==> config.mk <==
export PLATFORM = sky130hd
export DESIGN_NAME = fp_calc_sequencer_flat
export DESIGN_NICKNAME = d
export VERILOG_FILES = /design/src/rtl/fp_calc_sequencer_if.sv /design/src/rtl/fp_calc_sequencer.sv /design/src/flat_wrapper.sv
export SDC_FILE = /design/constraint.sdc
export NUM_CORES = 1
export LEC_CHECK = 0
export BUFFER_PORTS_ARGS = -buffer_cell sky130_fd_sc_hd__buf_2
export CAP_MARGIN = 25
export CORE_MARGIN = 2
export CORE_UTILIZATION = 40
export CTS_CLUSTER_DIAMETER = 150
export DETAILED_ROUTE_END_ITERATION = 10
export PLACE_DENSITY = 0.74
export SYNTH_ARGS = -nofsm -noshare
export SYNTH_HDL_FRONTEND = slang
export SYNTH_SLANG_ARGS = --single-unit
==> constraint.sdc <==
create_clock -name clk -period 3.3 [get_ports clk]
set_input_delay 0.825 -clock clk [delete_from_list [all_inputs] [get_ports clk]]
set_output_delay 0.825 -clock clk [all_outputs]
set_load 0.05 [all_outputs]
==> src/rtl/fp_calc_sequencer_if.sv <==
// Request, FPU and response signal bundle for fp_calc_sequencer.
// The slave modport is the sequencer's view. The master modport is the view of
// whatever sits around it: the requester, the FPU and the response consumer.
interface fp_calc_sequencer_if #(
    parameter int TAG_W = 4
);
    // request port
    logic             req_valid;
    logic             req_ready;
    logic [1:0]       req_op;
    logic [31:0]      req_a;
    logic [31:0]      req_b;
    logic [TAG_W-1:0] req_tag;

    // FPU side
    logic [31:0]      fpu_a;
    logic [31:0]      fpu_b;
    logic [1:0]       fpu_op;
    logic             fpu_en;
    logic [31:0]      fpu_result;
    logic             fpu_finish;

    // response port
    logic             rsp_valid;
    logic             rsp_ready;
    logic [31:0]      rsp_data;
    logic [TAG_W-1:0] rsp_tag;
    logic             rsp_err;

    modport slave (
        input  req_valid, req_op, req_a, req_b, req_tag,
        input  fpu_result, fpu_finish,
        input  rsp_ready,
        output req_ready,
        output fpu_a, fpu_b, fpu_op, fpu_en,
        output rsp_valid, rsp_data, rsp_tag, rsp_err
    );

    modport master (
        output req_valid, req_op, req_a, req_b, req_tag,
        output fpu_result, fpu_finish,
        output rsp_ready,
        input  req_ready,
        input  fpu_a, fpu_b, fpu_op, fpu_en,
        input  rsp_valid, rsp_data, rsp_tag, rsp_err
    );
endinterface

==> src/rtl/fp_calc_sequencer.sv <==
// Front-end sequencer for the floating point calculator.
// It accepts one add/sub/mul/div at a time and drives the FPU operands.
// Add, sub and mul wait a fixed pipeline latency.
// Divide waits for the divider's finish flag, bounded by a timeout.
// The result is returned with the request tag.
//
// state     | meaning
// ----------+-------------------------------------------------------------
// IDLE      | ready for a request; the FPU operands hold the last op
// ISSUE     | one cycle with fpu_en high; load the wait counter
// WAIT_FIX  | add/sub/mul in flight; count down to the result cycle
// WAIT_DIV  | divide in flight, fpu_en held; finish or timeout ends it
// RESP      | response presented until the consumer takes it
module fp_calc_sequencer #(
    parameter int ADDSUB_LAT  = 2,
    parameter int MUL_LAT     = 2,
    parameter int DIV_TIMEOUT = 64,
    parameter int TAG_W       = 4
) (
    input  logic                  clk,
    input  logic                  rst_n,
    fp_calc_sequencer_if.slave    bus
);

    localparam int MAX_FIX = (ADDSUB_LAT > MUL_LAT) ? ADDSUB_LAT : MUL_LAT;
    localparam int MAX_LAT = (MAX_FIX > DIV_TIMEOUT) ? MAX_FIX : DIV_TIMEOUT;
    localparam int CNT_W   = $clog2(MAX_LAT + 1);

    localparam logic [2:0] S_IDLE     = 3'd0;
    localparam logic [2:0] S_ISSUE    = 3'd1;
    localparam logic [2:0] S_WAIT_FIX = 3'd2;
    localparam logic [2:0] S_WAIT_DIV = 3'd3;
    localparam logic [2:0] S_RESP     = 3'd4;

    localparam logic [1:0] OP_MUL = 2'b10;
    localparam logic [1:0] OP_DIV = 2'b11;

    // Quiet NaN returned when a divide is abandoned.
    localparam logic [31:0] QNAN = 32'h7FC0_0000;

    logic [2:0]       state;
    logic [2:0]       state_d;
    logic [CNT_W-1:0] cnt;
    logic [CNT_W-1:0] cnt_load;
    logic             cnt_zero;
    logic             accept;

    logic [31:0]      fpu_a_q;
    logic [31:0]      fpu_b_q;
    logic [1:0]       fpu_op_q;
    logic [TAG_W-1:0] tag_q;
    logic [31:0]      rsp_data_q;
    logic             rsp_err_q;

    assign accept   = (state == S_IDLE) && bus.req_valid;
    assign cnt_zero = (cnt == '0);

    // Pick the counter preload for the op that is being issued.
    always_comb begin
        cnt_load = CNT_W'(ADDSUB_LAT - 1);
        if (fpu_op_q == OP_MUL) begin
            cnt_load = CNT_W'(MUL_LAT - 1);
        end else if (fpu_op_q == OP_DIV) begin
            cnt_load = CNT_W'(DIV_TIMEOUT - 1);
        end
    end

    // Next-state decode.
    always_comb begin
        state_d = state;
        case (state)
            S_IDLE: begin
                if (accept) begin
                    state_d = S_ISSUE;
                end
            end
            S_ISSUE: begin
                state_d = (fpu_op_q == OP_DIV) ? S_WAIT_DIV : S_WAIT_FIX;
            end
            S_WAIT_FIX: begin
                if (cnt_zero) begin
                    state_d = S_RESP;
                end
            end
            S_WAIT_DIV: begin
                if (bus.fpu_finish || cnt_zero) begin
                    state_d = S_RESP;
                end
            end
            S_RESP: begin
                if (bus.rsp_ready) begin
                    state_d = S_IDLE;
                end
            end
            default: state_d = S_IDLE;
        endcase
    end

    // State register and the down-counter.
    // The counter stops at zero, so it never wraps.
    always_ff @(posedge clk or negedge rst_n) begin
        if (!rst_n) begin
            state <= S_IDLE;
            cnt   <= '0;
        end else begin
            state <= state_d;
            case (state)
                S_ISSUE: cnt <= cnt_load;
                S_WAIT_FIX: begin
                    if (!cnt_zero) begin
                        cnt <= cnt - CNT_W'(1);
                    end
                end
                S_WAIT_DIV: begin
                    if (!bus.fpu_finish && !cnt_zero) begin
                        cnt <= cnt - CNT_W'(1);
                    end
                end
                default: cnt <= cnt;
            endcase
        end
    end

    // Capture the operands and tag on accept.
    // They stay on the FPU inputs until the next accept.
    always_ff @(posedge clk or negedge rst_n) begin
        if (!rst_n) begin
            fpu_a_q  <= '0;
            fpu_b_q  <= '0;
            fpu_op_q <= '0;
            tag_q    <= '0;
        end else if (accept) begin
            fpu_a_q  <= bus.req_a;
            fpu_b_q  <= bus.req_b;
            fpu_op_q <= bus.req_op;
            tag_q    <= bus.req_tag;
        end
    end

    // Capture the result, or the timeout NaN, on the last wait cycle.
    // If finish and the timeout land in the same cycle, finish wins.
    always_ff @(posedge clk or negedge rst_n) begin
        if (!rst_n) begin
            rsp_data_q <= '0;
            rsp_err_q  <= 1'b0;
        end else if (state == S_WAIT_FIX && cnt_zero) begin
            rsp_data_q <= bus.fpu_result;
            rsp_err_q  <= 1'b0;
        end else if (state == S_WAIT_DIV) begin
            if (bus.fpu_finish) begin
                rsp_data_q <= bus.fpu_result;
                rsp_err_q  <= 1'b0;
            end else if (cnt_zero) begin
                rsp_data_q <= QNAN;
                rsp_err_q  <= 1'b1;
            end
        end
    end

    assign bus.req_ready = (state == S_IDLE);
    assign bus.fpu_en    = (state == S_ISSUE) || (state == S_WAIT_DIV);
    assign bus.fpu_a     = fpu_a_q;
    assign bus.fpu_b     = fpu_b_q;
    assign bus.fpu_op    = fpu_op_q;
    assign bus.rsp_valid = (state == S_RESP);
    assign bus.rsp_data  = rsp_data_q;
    assign bus.rsp_tag   = tag_q;
    assign bus.rsp_err   = rsp_err_q;

endmodule

==> src/flat_wrapper.sv <==
// flat-port wrapper written by rule: the top's interface ports become plain ports
module fp_calc_sequencer_flat 
#(
    parameter int ADDSUB_LAT  = 2,
    parameter int MUL_LAT     = 2,
    parameter int DIV_TIMEOUT = 64,
    parameter int TAG_W       = 4
)
  (clk, rst_n, bus_req_valid, bus_req_op, bus_req_a, bus_req_b, bus_req_tag, bus_fpu_result, bus_fpu_finish, bus_rsp_ready, bus_req_ready, bus_fpu_a, bus_fpu_b, bus_fpu_op, bus_fpu_en, bus_rsp_valid, bus_rsp_data, bus_rsp_tag, bus_rsp_err);
  fp_calc_sequencer_if #(.TAG_W(TAG_W)) bus_i ();
  input  logic clk;
  input  logic rst_n;
  input wire logic [$bits(bus_i.req_valid)-1:0] bus_req_valid;
  input wire logic [$bits(bus_i.req_op)-1:0] bus_req_op;
  input wire logic [$bits(bus_i.req_a)-1:0] bus_req_a;
  input wire logic [$bits(bus_i.req_b)-1:0] bus_req_b;
  input wire logic [$bits(bus_i.req_tag)-1:0] bus_req_tag;
  input wire logic [$bits(bus_i.fpu_result)-1:0] bus_fpu_result;
  input wire logic [$bits(bus_i.fpu_finish)-1:0] bus_fpu_finish;
  input wire logic [$bits(bus_i.rsp_ready)-1:0] bus_rsp_ready;
  output wire logic [$bits(bus_i.req_ready)-1:0] bus_req_ready;
  output wire logic [$bits(bus_i.fpu_a)-1:0] bus_fpu_a;
  output wire logic [$bits(bus_i.fpu_b)-1:0] bus_fpu_b;
  output wire logic [$bits(bus_i.fpu_op)-1:0] bus_fpu_op;
  output wire logic [$bits(bus_i.fpu_en)-1:0] bus_fpu_en;
  output wire logic [$bits(bus_i.rsp_valid)-1:0] bus_rsp_valid;
  output wire logic [$bits(bus_i.rsp_data)-1:0] bus_rsp_data;
  output wire logic [$bits(bus_i.rsp_tag)-1:0] bus_rsp_tag;
  output wire logic [$bits(bus_i.rsp_err)-1:0] bus_rsp_err;
  assign bus_i.req_valid = bus_req_valid;
  assign bus_i.req_op = bus_req_op;
  assign bus_i.req_a = bus_req_a;
  assign bus_i.req_b = bus_req_b;
  assign bus_i.req_tag = bus_req_tag;
  assign bus_i.fpu_result = bus_fpu_result;
  assign bus_i.fpu_finish = bus_fpu_finish;
  assign bus_i.rsp_ready = bus_rsp_ready;
  assign bus_req_ready = bus_i.req_ready;
  assign bus_fpu_a = bus_i.fpu_a;
  assign bus_fpu_b = bus_i.fpu_b;
  assign bus_fpu_op = bus_i.fpu_op;
  assign bus_fpu_en = bus_i.fpu_en;
  assign bus_rsp_valid = bus_i.rsp_valid;
  assign bus_rsp_data = bus_i.rsp_data;
  assign bus_rsp_tag = bus_i.rsp_tag;
  assign bus_rsp_err = bus_i.rsp_err;
  fp_calc_sequencer #(.ADDSUB_LAT(ADDSUB_LAT), .MUL_LAT(MUL_LAT), .DIV_TIMEOUT(DIV_TIMEOUT), .TAG_W(TAG_W)) u_core (.clk(clk), .rst_n(rst_n), .bus(bus_i));
endmodule
Word-level counts from Yosys, hierarchy flattened
Cells that the tools add are included.
{"block": "classes", "n_addsub": 1, "eq_ne": 12, "muxes": 19, "n_reduce_logical": 15}
{"op": "2-to-1 mux 32 bit", "count": 4}
{"op": "one-hot mux 7 bit (3 select lines)", "count": 1}
{"op": "one-hot mux 3 bit (5 select lines)", "count": 1}
{"op": "2-to-1 mux 7 bit", "count": 2}
{"op": "2-to-1 mux 3 bit", "count": 4}
{"op": "2-to-1 mux 6 bit", "count": 2}
{"op": "!= test 2 x 1 -> 1 bit (second input constant)", "count": 4}
{"op": "logical NOT 7 bit", "count": 1}
{"op": "subtractor 7 x 1 -> 7 bit (second input constant)", "count": 1}
{"op": "== test 3 x 2 -> 1 bit (second input constant)", "count": 2}
{"op": "nonzero test 3 bit", "count": 2}
{"op": "2-to-1 mux 1 bit", "count": 5}
{"op": "== test 2 bit (second input constant)", "count": 2}
{"op": "!= test 2 bit (second input constant)", "count": 2}
{"op": "AND reduction 4 bit", "count": 1}
{"op": "== test 3 x 1 -> 1 bit (second input constant)", "count": 1}
{"op": "== test 3 bit (second input constant)", "count": 1}
{"op": "logical AND 1 bit", "count": 3}
{"op": "logical NOT 3 bit", "count": 1}
{"op": "AND reduction 3 bit", "count": 1}
{"op": "logical NOT 1 bit", "count": 2}
{"op": "logical OR 1 bit", "count": 2}
{"op": "AND reduction 2 bit", "count": 1}
{"op": "nonzero test 2 bit", "count": 1}
{"block": "totals", "register_bits": 113, "out_inout_bits": 106}

Longest topological paths before layout
Gate-level depths: netlist of run 1.
{"block": "depth", "depth_word": 5, "depth_mapped": 8}

Worst setup path before layout of run 1
Ideal clock, no wire load.
{"block": "synth_path", "kind": "register to register", "start": "register u_core.state[2]", "end": "register u_core.fpu_a_q[0], in the netlist u_core.bus.fpu_a[0]", "setup_ns": 0.125, "arrival_ns": 2.578, "t_required_ns": 3.175, "setup_slack_ns": 0.598, "stages_incl_launch_ff": 7, "n_path_buf": 3, "cell_sequence": "dfrtp_1 > buf_2 > nor3_1 > and2_1 > buf_2 > buf_2 > mux2_2"}
{"block": "synth_via", "elab_chain_len": 2}
{"element": "start, declared", "line_no": "fp_calc_sequencer.sv:41", "source": "logic [2:0] state;"}
{"element": "start signal, assigned", "line_no": "fp_calc_sequencer.sv:106", "source": "state <= state_d;"}
{"element": "logical NOT 3 bit"}
{"element": "net bus_req_ready", "line_no": "flat_wrapper.sv:21", "source": "output wire logic [$bits(bus_i.req_ready)-1:0] bus_req_ready;"}
{"element": "logical AND 1 bit", "line_no": "fp_calc_sequencer.sv:55", "source": "assign accept = (state == S_IDLE) && bus.req_valid;"}
{"element": "end signal, assigned", "line_no": "fp_calc_sequencer.sv:133", "source": "fpu_a_q <= bus.req_a;"}
{"element": "end, declared", "line_no": "fp_calc_sequencer.sv:48", "source": "logic [31:0] fpu_a_q;"}
The timed path passes the listed nets, and every way through them passes these cells.
A chain may end at the register's enable or synchronous reset.

Final worst setup path of run 1
{"block": "layout_path", "start": "register u_core.state[1]", "end": "output port bus_req_ready"}
{"block": "layout_via", "elab_chain_len": 1}
{"element": "logical NOT 3 bit", "line_no": "fp_calc_sequencer.sv:160", "source": "assign bus.req_ready = (state == S_IDLE);"}
{"element": "end, declared", "line_no": "flat_wrapper.sv:21"}
Every way passes these cells.

==> results.yml, run 1 <==
cells_and_area:
  n_antenna_cell: 0
  fillCellCount: 896
  nets: 625
  area_growth_pct: 38.92
  drive_gt1_share_pct: 62.57
  layout_commonest_cell: "buf_2"
  mostFrequentLayoutCells: "211 x buf_2, 113 x dfrtp_1, 70 x mux2_2"
placement:
  dp_hpwl_um: 7384
  port_buffers: 212
  place.gp.congestion: 0.7919
clock_network:
  clkTransAtPathRegs_ps: 60
  h-tree-depth: 4
  cts_buffers: 17
  clock-root-buffer: "clkbuf_8"
  post-cts-setup-buffers: 0
  cts.path.max_buffers: 2
  clkSinkCount: 113
  post_cts_resized: 0
  cts.hold.buffers_added: 0
  cts_tree: "built"
  clock_latency_ps: 520
sta:
  slew_viol_final: 0
  rsz0062_at_grt: "false"
  layout_min_cycle_time_ps: 2466
  worst_pin_slew_ps: 792.0
  max_slew_margin_pct: 47.20
  period_share_pct: 74.72
  fmaxAchievable_mhz: 405.5
  setup_viol_count_final: 0
  finClkSkew_ps: 7.526
  hold_violations: 0
  setup_tns_ps: 0
worst_hold_path:
  hold_path.class: "in -> async"
critical_path:
  slowest_delay_ps: 540
  crit_path_end_kind: "output pin"
  worstSetupStartpointType: "register"
  critPathSlowestCell: "dfrtp_1"
  cp_max_fo: 12
  worstSetupPathType: "reg -> out"
  arrival_ps: 1640
  crit_chain: "nor3_1, buf_2"
  critPathRequiredTime_ps: 2470
synthesis:
  synth.avg_cell_area_um2: 14.98
  synth_edf_count: 0
  synthFlopType: "dfrtp_1"
  syn_inst: 300
  synthArstFlopShare_pct: 100.0
  yosys_warnings: 0
  synth_seq_area_share_pct: 62.92
  yosysUniqueCellTypes: 45
  syn-cell-area_um2: 4494
  synth_nets: 409
  synth_seq_cells: 113
flow_run:
  max_cap_viol_count: 0
floorplanning:
  die_h_um: 110
  core.rowCount: 38
  dieArea_um2: 12100
  start_util_pct: 41.28
  die_x_um: 110
  num_io_pins: 213
  core_area_um2: 10890
drt:
  wl_per_cell_um: 15.57
  routed_wl_um: 10410
  drc: 0
  vias: 3324
  drtIter0Drc: 160
  ant_nets: 0
  avgViaCountPerCell: 4.969
  drtPass1Iterations: 4
global_route:
  grt_pass1_vias: 3382
  met2_usage_pct: 29.75
  gr-max-usage-layer: "met2"
  grt_max_degree: 72
  grt.overflow.total: 0
  grt_use_total_pct: 17.95
  grt_util_met3_pct: 7.878
  grt_pass1_wl_um: 16260
  grt_use_met1_pct: 19.69
  antenna_found_initial: 0
outcome:
  outcome: "finished clean"
## registers in the layout, indices dropped and copies added (netlist names)
name                 flops
u_core.bus.rsp_data     32
u_core.bus.rsp_tag       4
u_core.bus.fpu_a        32
u_core.state             3
u_core.bus.fpu_b        32
u_core.bus.fpu_op        2
u_core.bus.rsp_err       1
u_core.cnt               7
## critical path: cells and delay by family (launching register included)
| family | cells | cell delay (ps) |
|---|---|---|
| AND/OR/NAND/NOR | 1 | 270 |
| flip-flops | 1 | 540 |
| buffers and inverters | 1 | 300 |
## metrics by stage
stage          util [%]  instance area, um2  std cells  hold WS, ps  worst slack, ps
3_3_place_gp      51.88                5649        637        466.8            996.9
5_1_grt           57.34                6243        669        395.5            715.5
3_5_place_dp      51.88                5649        637        474.1            867.5
6_report          57.34                6243        669        358.2            834.2
2_1_floorplan         -                4494        300        518.3            597.6
4_1_cts           57.34                6243        669        362.1            811.6
## logic make-up (layout without fill, tap and decap cells)
kind of cell | after synthesis | in the layout | synth area share [%]
compound gates | 58 | 58 | 11.00
fa+ha+maj | 2 | 2 | 0.5567
buf+inv | 21 | 250 | 3.118
flops | 113 | 113 | 62.92
mux | 71 | 71 | 17.76
simple gates | 35 | 35 | 4.649
## final timing paths
check | start | endpoint | slack (ps) | cells past startpoint
max | u_core.state[1] | bus_req_ready | 830 | 2
min | rst_n | u_core.bus.rsp_tag[3] | 360 | 1
max reg2reg | u_core.cnt[0] | u_core.bus.rsp_data[2] | 1190 | 6
min reg2reg | u_core.bus.rsp_data[27] | u_core.bus.rsp_data[27] | 480 | 1
max in group asynchronous | rst_n | u_core.bus.fpu_a[29] | 2200 | 2
min in group clk | u_core.bus.rsp_data[27] | u_core.bus.rsp_data[27] | 480 | 1
## cell usage after synthesis, types with 2 or more instances
| library cell | n | area (um2) |
|---|---|---|
| dfrtp_1 | 113 | 2828 |
| mux2_2 | 70 | 788.3 |
| a22o_1 | 20 | 175.2 |
| nor2_1 | 13 | 48.80 |
| buf_2 | 10 | 50.05 |
| o22a_1 | 9 | 78.83 |
| a211oi_1 | 7 | 52.55 |
| a21oi_1 | 6 | 30.03 |
| inv_1 | 4 | 15.01 |
| a22o_2 | 3 | 30.03 |
| buf_6 | 3 | 33.78 |
| nand2_1 | 3 | 11.26 |
| nor3_1 | 3 | 15.01 |
| buf_8 | 2 | 30.03 |
| ha_1 | 2 | 25.02 |
| nand2b_1 | 2 | 12.51 |
| or2_2 | 2 | 12.51 |
## area by class of cell
type | instances | area (um2) | area share, %
repair buffers | 214 | 1104 | 17.68
flip-flops and latches | 113 | 2828 | 45.29
clock inverters | 11 | 135.1 | 2.164
multi-input cells | 166 | 1528 | 24.47
clock buffers | 21 | 459.2 | 7.355
inverters | 4 | 15.01 | 0.2405
well taps | 140 | 175.2 | 2.806
## layer usage
layer,vias up,wire (um),share of wire [%]
met4,0,172,1.7
met1,1641,4060,39
li1,1538,-,-
met5,-,0,0
met3,14,829,8.0
met2,131,5352,51
Power of run 1 is left out: the tool's default activity adds up to more than one toggle a clock period on the data nets, which glitch-free logic cannot reach.
==> run 2: changes to the inputs <==
==> constraint.sdc (replaced) <==
create_clock -name clk -period 2.35 [get_ports clk]
set_input_delay 0.5875 -clock clk [delete_from_list [all_inputs] [get_ports clk]]
set_output_delay 0.5875 -clock clk [all_outputs]
set_load 0.05 [all_outputs]
==> run 2 against run 1 <==
  * Cell count is 0.30% higher
  * Flip-flop and latch count stayed put
  * First-iteration DRC count is 1.9% higher
  * Global-route usage is 0.41 points higher
  * Register-to-register slack worse by 880 ps
  * Die area stayed put
  * Worst setup slack worse by 700 ps
  * Clock skew is 2.1 ps higher
  * Clock-buffer cell count is 5 higher
  * Critical endpoint is now bus_fpu_en
==> results.yml, run 2 (same netlist as run 1, synthesis figures left out) <==
outcome:
  outcome: "finished clean"
floorplanning:
  die_x_um: 110
  start_util_pct: 41.28
  dieArea_um2: 12100
  core.rowCount: 38
  num_io_pins: 213
  core_area_um2: 10890
  die_h_um: 110
cells_and_area:
  nets: 628
  drive_gt1_share_pct: 62.34
  fillCellCount: 845
  n_antenna_cell: 0
  multi_input_area_um2: 1533
  area_growth_pct: 39.06
  layout_commonest_cell: "buf_2"
  register_area_um2: 2828
  mostFrequentLayoutCells: "211 x buf_2, 113 x dfrtp_1, 70 x mux2_2"
sta:
  worst_pin_slew_ps: 690.6
  setup_viol_count_final: 0
  setup_tns_ps: 0
  hold_ws_ps: 143.8
  rsz0062_at_grt: "false"
  fmaxAchievable_mhz: 452.2
  max_slew_margin_pct: 53.79
  period_share_pct: 94.10
  layout_min_cycle_time_ps: 2211
  slew_viol_final: 0
  finClkSkew_ps: 9.612
  hold_violations: 0
placement:
  port_buffers: 212
  dp_hpwl_um: 7691
  place.gp.congestion: 0.8566
global_route:
  grt.overflow.total: 0
  antenna_found_initial: 0
  grt_use_total_pct: 18.36
  grt_pass1_vias: 3479
  grt_max_degree: 114
  grt_pass1_wl_um: 16670
clock_network:
  post_cts_resized: 0
  cts_tree: "built"
  clock-root-buffer: "clkbuf_8"
  clkSinkCount: 113
  post-cts-setup-buffers: 0
  h-tree-depth: 4
  cts.path.max_buffers: 2
  cts_buffers: 17
  clkTransAtPathRegs_ps: 50
  clock_latency_ps: 510
  cts.hold.buffers_added: 0
critical_path:
  arrival_ps: 1620
  worstSetupPathType: "reg -> out"
  critPathSlowestCell: "dfrtp_1"
  critPathRequiredTime_ps: 1760
  worstSetupStartpointType: "register"
  critPathBufInv: 2
  cp_max_fo: 11
  crit_chain: "nand2b_1, inv_1, buf_2"
  crit_family: "flip-flops"
  slowest_delay_ps: 510
  crit_path_end_kind: "output pin"
worst_hold_path:
  hold_path.class: "in -> async"
drt:
  drc: 0
  avgViaCountPerCell: 4.949
  drtIter0Drc: 163
  drtPass1Iterations: 4
  routed_wl_um: 10840
  wl_per_cell_um: 16.15
  ant_nets: 0
  vias: 3321
flow_run:
  max_cap_viol_count: 0
[run 2: cell types whose count changed in the layout (fill, tap and decap cells not counted)]
cell,change
bufinv_16,-1
buf_4,+3
nor3_2,+1
nor3_1,-1
clkbuf_1,+3
clkbuf_8,+2
clkinv_2,-3
clkinvlp_4,-2
[run 2: layer usage]
metal / GRT usage (%) / vias to the layer above / share of wire (%)
met1: 19.87 / 1632 / 38
li1: - / 1530 / -
met4: 9.313 / 0 / 2.1
met5: 0 / - / 0
met2: 30.24 / 140 / 52
met3: 8.407 / 19 / 8.7
[run 2: area by class of cell]
type | instances | area share (%)
Sequential cell | 113 | 45.25
Multi-Input combinational cell | 166 | 24.52
Timing Repair Buffer | 217 | 18.02
Clock buffer | 26 | 7.968
Tap cell | 140 | 2.803
Clock inverter | 5 | 1.201
Inverter | 4 | 0.2402
[run 2: final timing paths]
| check | startpoint | endpoint | slack (ps) | cells past startpoint |
|---|---|---|---|---|
| worst max-delay path | u_core.state[2] | bus_fpu_en | 140 | 3 |
| worst min-delay path | rst_n | u_core.bus.fpu_a[14] | 140 | 2 |
| worst max register to register | u_core.cnt[0] | u_core.bus.rsp_data[15] | 310 | 6 |
| worst min register to register | u_core.bus.rsp_data[28] | u_core.bus.rsp_data[28] | 480 | 1 |
| max in group asynchronous | rst_n | u_core.bus.rsp_data[20] | 1740 | 2 |
| min in group clk | bus_rsp_ready | u_core.state[2] | 260 | 2 |
[run 2: worst register-to-register path: stages, from the launching register on]
cell     delay [ps]
dfrtp_1         400
inv_1           110
ha_1            170
or4b_4          510
nor3_4          230
o21ba_4         330
a22o_1          210
[run 2: through the flow]
stage / util (%) / cell area [um2] / worst slack, ps / std cells
after floorplan: - / 4499 / 108.3 / 300
final: 57.40 / 6250 / 138.6 / 671
after CTS: 57.40 / 6250 / 99.51 / 671
after global routing: 57.40 / 6250 / 23.63 / 671
after detailed placement: 52.14 / 5677 / 327.5 / 640
after global placement: 52.14 / 5677 / 416.1 / 640
Power of run 2 is left out for the same reason.
==> run 3: changes to the inputs <==
--- a/config.mk
+++ b/config.mk
@@ -11,6 +11,7 @@
 export CORE_UTILIZATION = 40
 export CTS_CLUSTER_DIAMETER = 150
 export DETAILED_ROUTE_END_ITERATION = 10
+export MAX_ROUTING_LAYER = met4
 export PLACE_DENSITY = 0.74
 export SYNTH_ARGS = -nofsm -noshare
 export SYNTH_HDL_FRONTEND = slang
==> run 3 against run 2 <==
  * Clock skew about the same
  * Core utilization stayed put
  * Design area is the same
  * Via count is 0.12% higher
  * Cell count is the same
  * Critical path depth did not move
  * Register-to-register slack about the same
  * Clock-buffer cell count unchanged
  * Worst setup slack hardly changed
  * First-iteration DRC count increased by 8.0%
  * Worst hold slack lost 6.0 ps
  * Sequential share of layout area unchanged
==> results.yml, run 3 (same netlist as run 1, synthesis figures left out) <==
global_route:
  grt_pass1_vias: 3472
  grt.overflow.total: 0
  grt_use_total_pct: 18.97
  grt_pass1_wl_um: 16680
  antenna_found_initial: 0
  grt_max_degree: 114
floorplanning:
  die_x_um: 110
  core_area_um2: 10890
  core.rowCount: 38
  start_util_pct: 41.28
  die_h_um: 110
  num_io_pins: 213
  dieArea_um2: 12100
critical_path:
  arrival_ps: 1620
  crit_path_end_kind: "output pin"
  worstSetupStartpointType: "register"
  worstSetupPathType: "reg -> out"
  critPathRequiredTime_ps: 1760
  cp_max_fo: 11
  worstRegToRegCells: 6
sta:
  hold_violations: 0
  finClkSkew_ps: 9.138
  fmaxAchievable_mhz: 452.2
  hold_ws_ps: 137.8
  worst_pin_slew_ps: 691.0
  setup_viol_count_final: 0
  rsz0062_at_grt: "false"
  max_slew_margin_pct: 53.77
  layout_min_cycle_time_ps: 2211
  setup_tns_ps: 0
  slew_viol_final: 0
  period_share_pct: 94.09
drt:
  drc: 0
  vias: 3325
  avgViaCountPerCell: 4.955
  routed_wl_um: 10890
  wl_per_cell_um: 16.23
  drtIter0Drc: 176
  drtPass1Iterations: 4
  ant_nets: 0
placement:
  dp.cells: 640
  dp_hpwl_um: 7691
  port_buffers: 212
  place.gp.congestion: 0.8703
cells_and_area:
  drive_gt1_share_pct: 62.34
  area_growth_pct: 39.06
  instances_no_fill: 671
  n_antenna_cell: 0
  mostFrequentLayoutCells: "211 x buf_2, 113 x dfrtp_1, 70 x mux2_2"
  fillCellCount: 845
  layout_commonest_cell: "buf_2"
  nets: 628
clock_network:
  cts.path.max_buffers: 2
  cts.hold.buffers_added: 0
  cts_tree: "built"
  post_cts_resized: 0
  h-tree-depth: 4
  clkSinkCount: 113
  cts_buffers: 17
  clock-root-buffer: "clkbuf_8"
  post-cts-setup-buffers: 0
  clock_latency_ps: 510
  clkTransAtPathRegs_ps: 50
worst_hold_path:
  hold_path.class: "in -> async"
flow_run:
  max_cap_viol_count: 0
outcome:
  outcome: "finished clean"
-- run 3: cell type report --
type	instances	area [um2]	area share, %
multi-input combinational	166	1533	24.52
tap	140	175.2	2.803
inverter	4	15.01	0.2402
sequential	113	2828	45.25
clock buffer	26	498.0	7.968
clock inverter	5	75.07	1.201
timing repair buffer	217	1126	18.02
-- run 3: path summary, 6_finish.rpt --
path	slack (ps)	end	start
setup / recovery	140	bus_fpu_en	u_core.state[2]
hold / removal	140	u_core.bus.fpu_a[14]	rst_n
setup reg to reg	310	u_core.bus.rsp_data[15]	u_core.cnt[0]
hold reg to reg	480	u_core.bus.rsp_data[28]	u_core.bus.rsp_data[28]
max in group asynchronous	1740	u_core.bus.rsp_data[20]	rst_n
min in group clk	250	u_core.state[2]	bus_rsp_ready
-- run 3: through the flow --
stage / area, um2 / setup slack [ps] / util [%]
final: 6250 / 138.8 / 57.40
after global routing: 6250 / 22.17 / 57.40
after CTS: 6250 / 99.51 / 57.40
after detailed placement: 5677 / 327.5 / 52.14
after global placement: 5677 / 416.1 / 52.14
after floorplan: 4499 / 108.3 / -
-- run 3: worst max-delay path: stages, from the launching register on --
cell	delay, ps
dfrtp_1	500
nand2b_1	240
inv_1	90
buf_2	270
-- run 3: per-layer routing --
layer / share of wire, % / track usage [%]
met1: 39 / 21.06
met2: 51 / 30.11
met5: 0 / -
met3: 7.8 / 7.113
met4: 2.1 / 9.313
Power of run 3 is left out for the same reason.
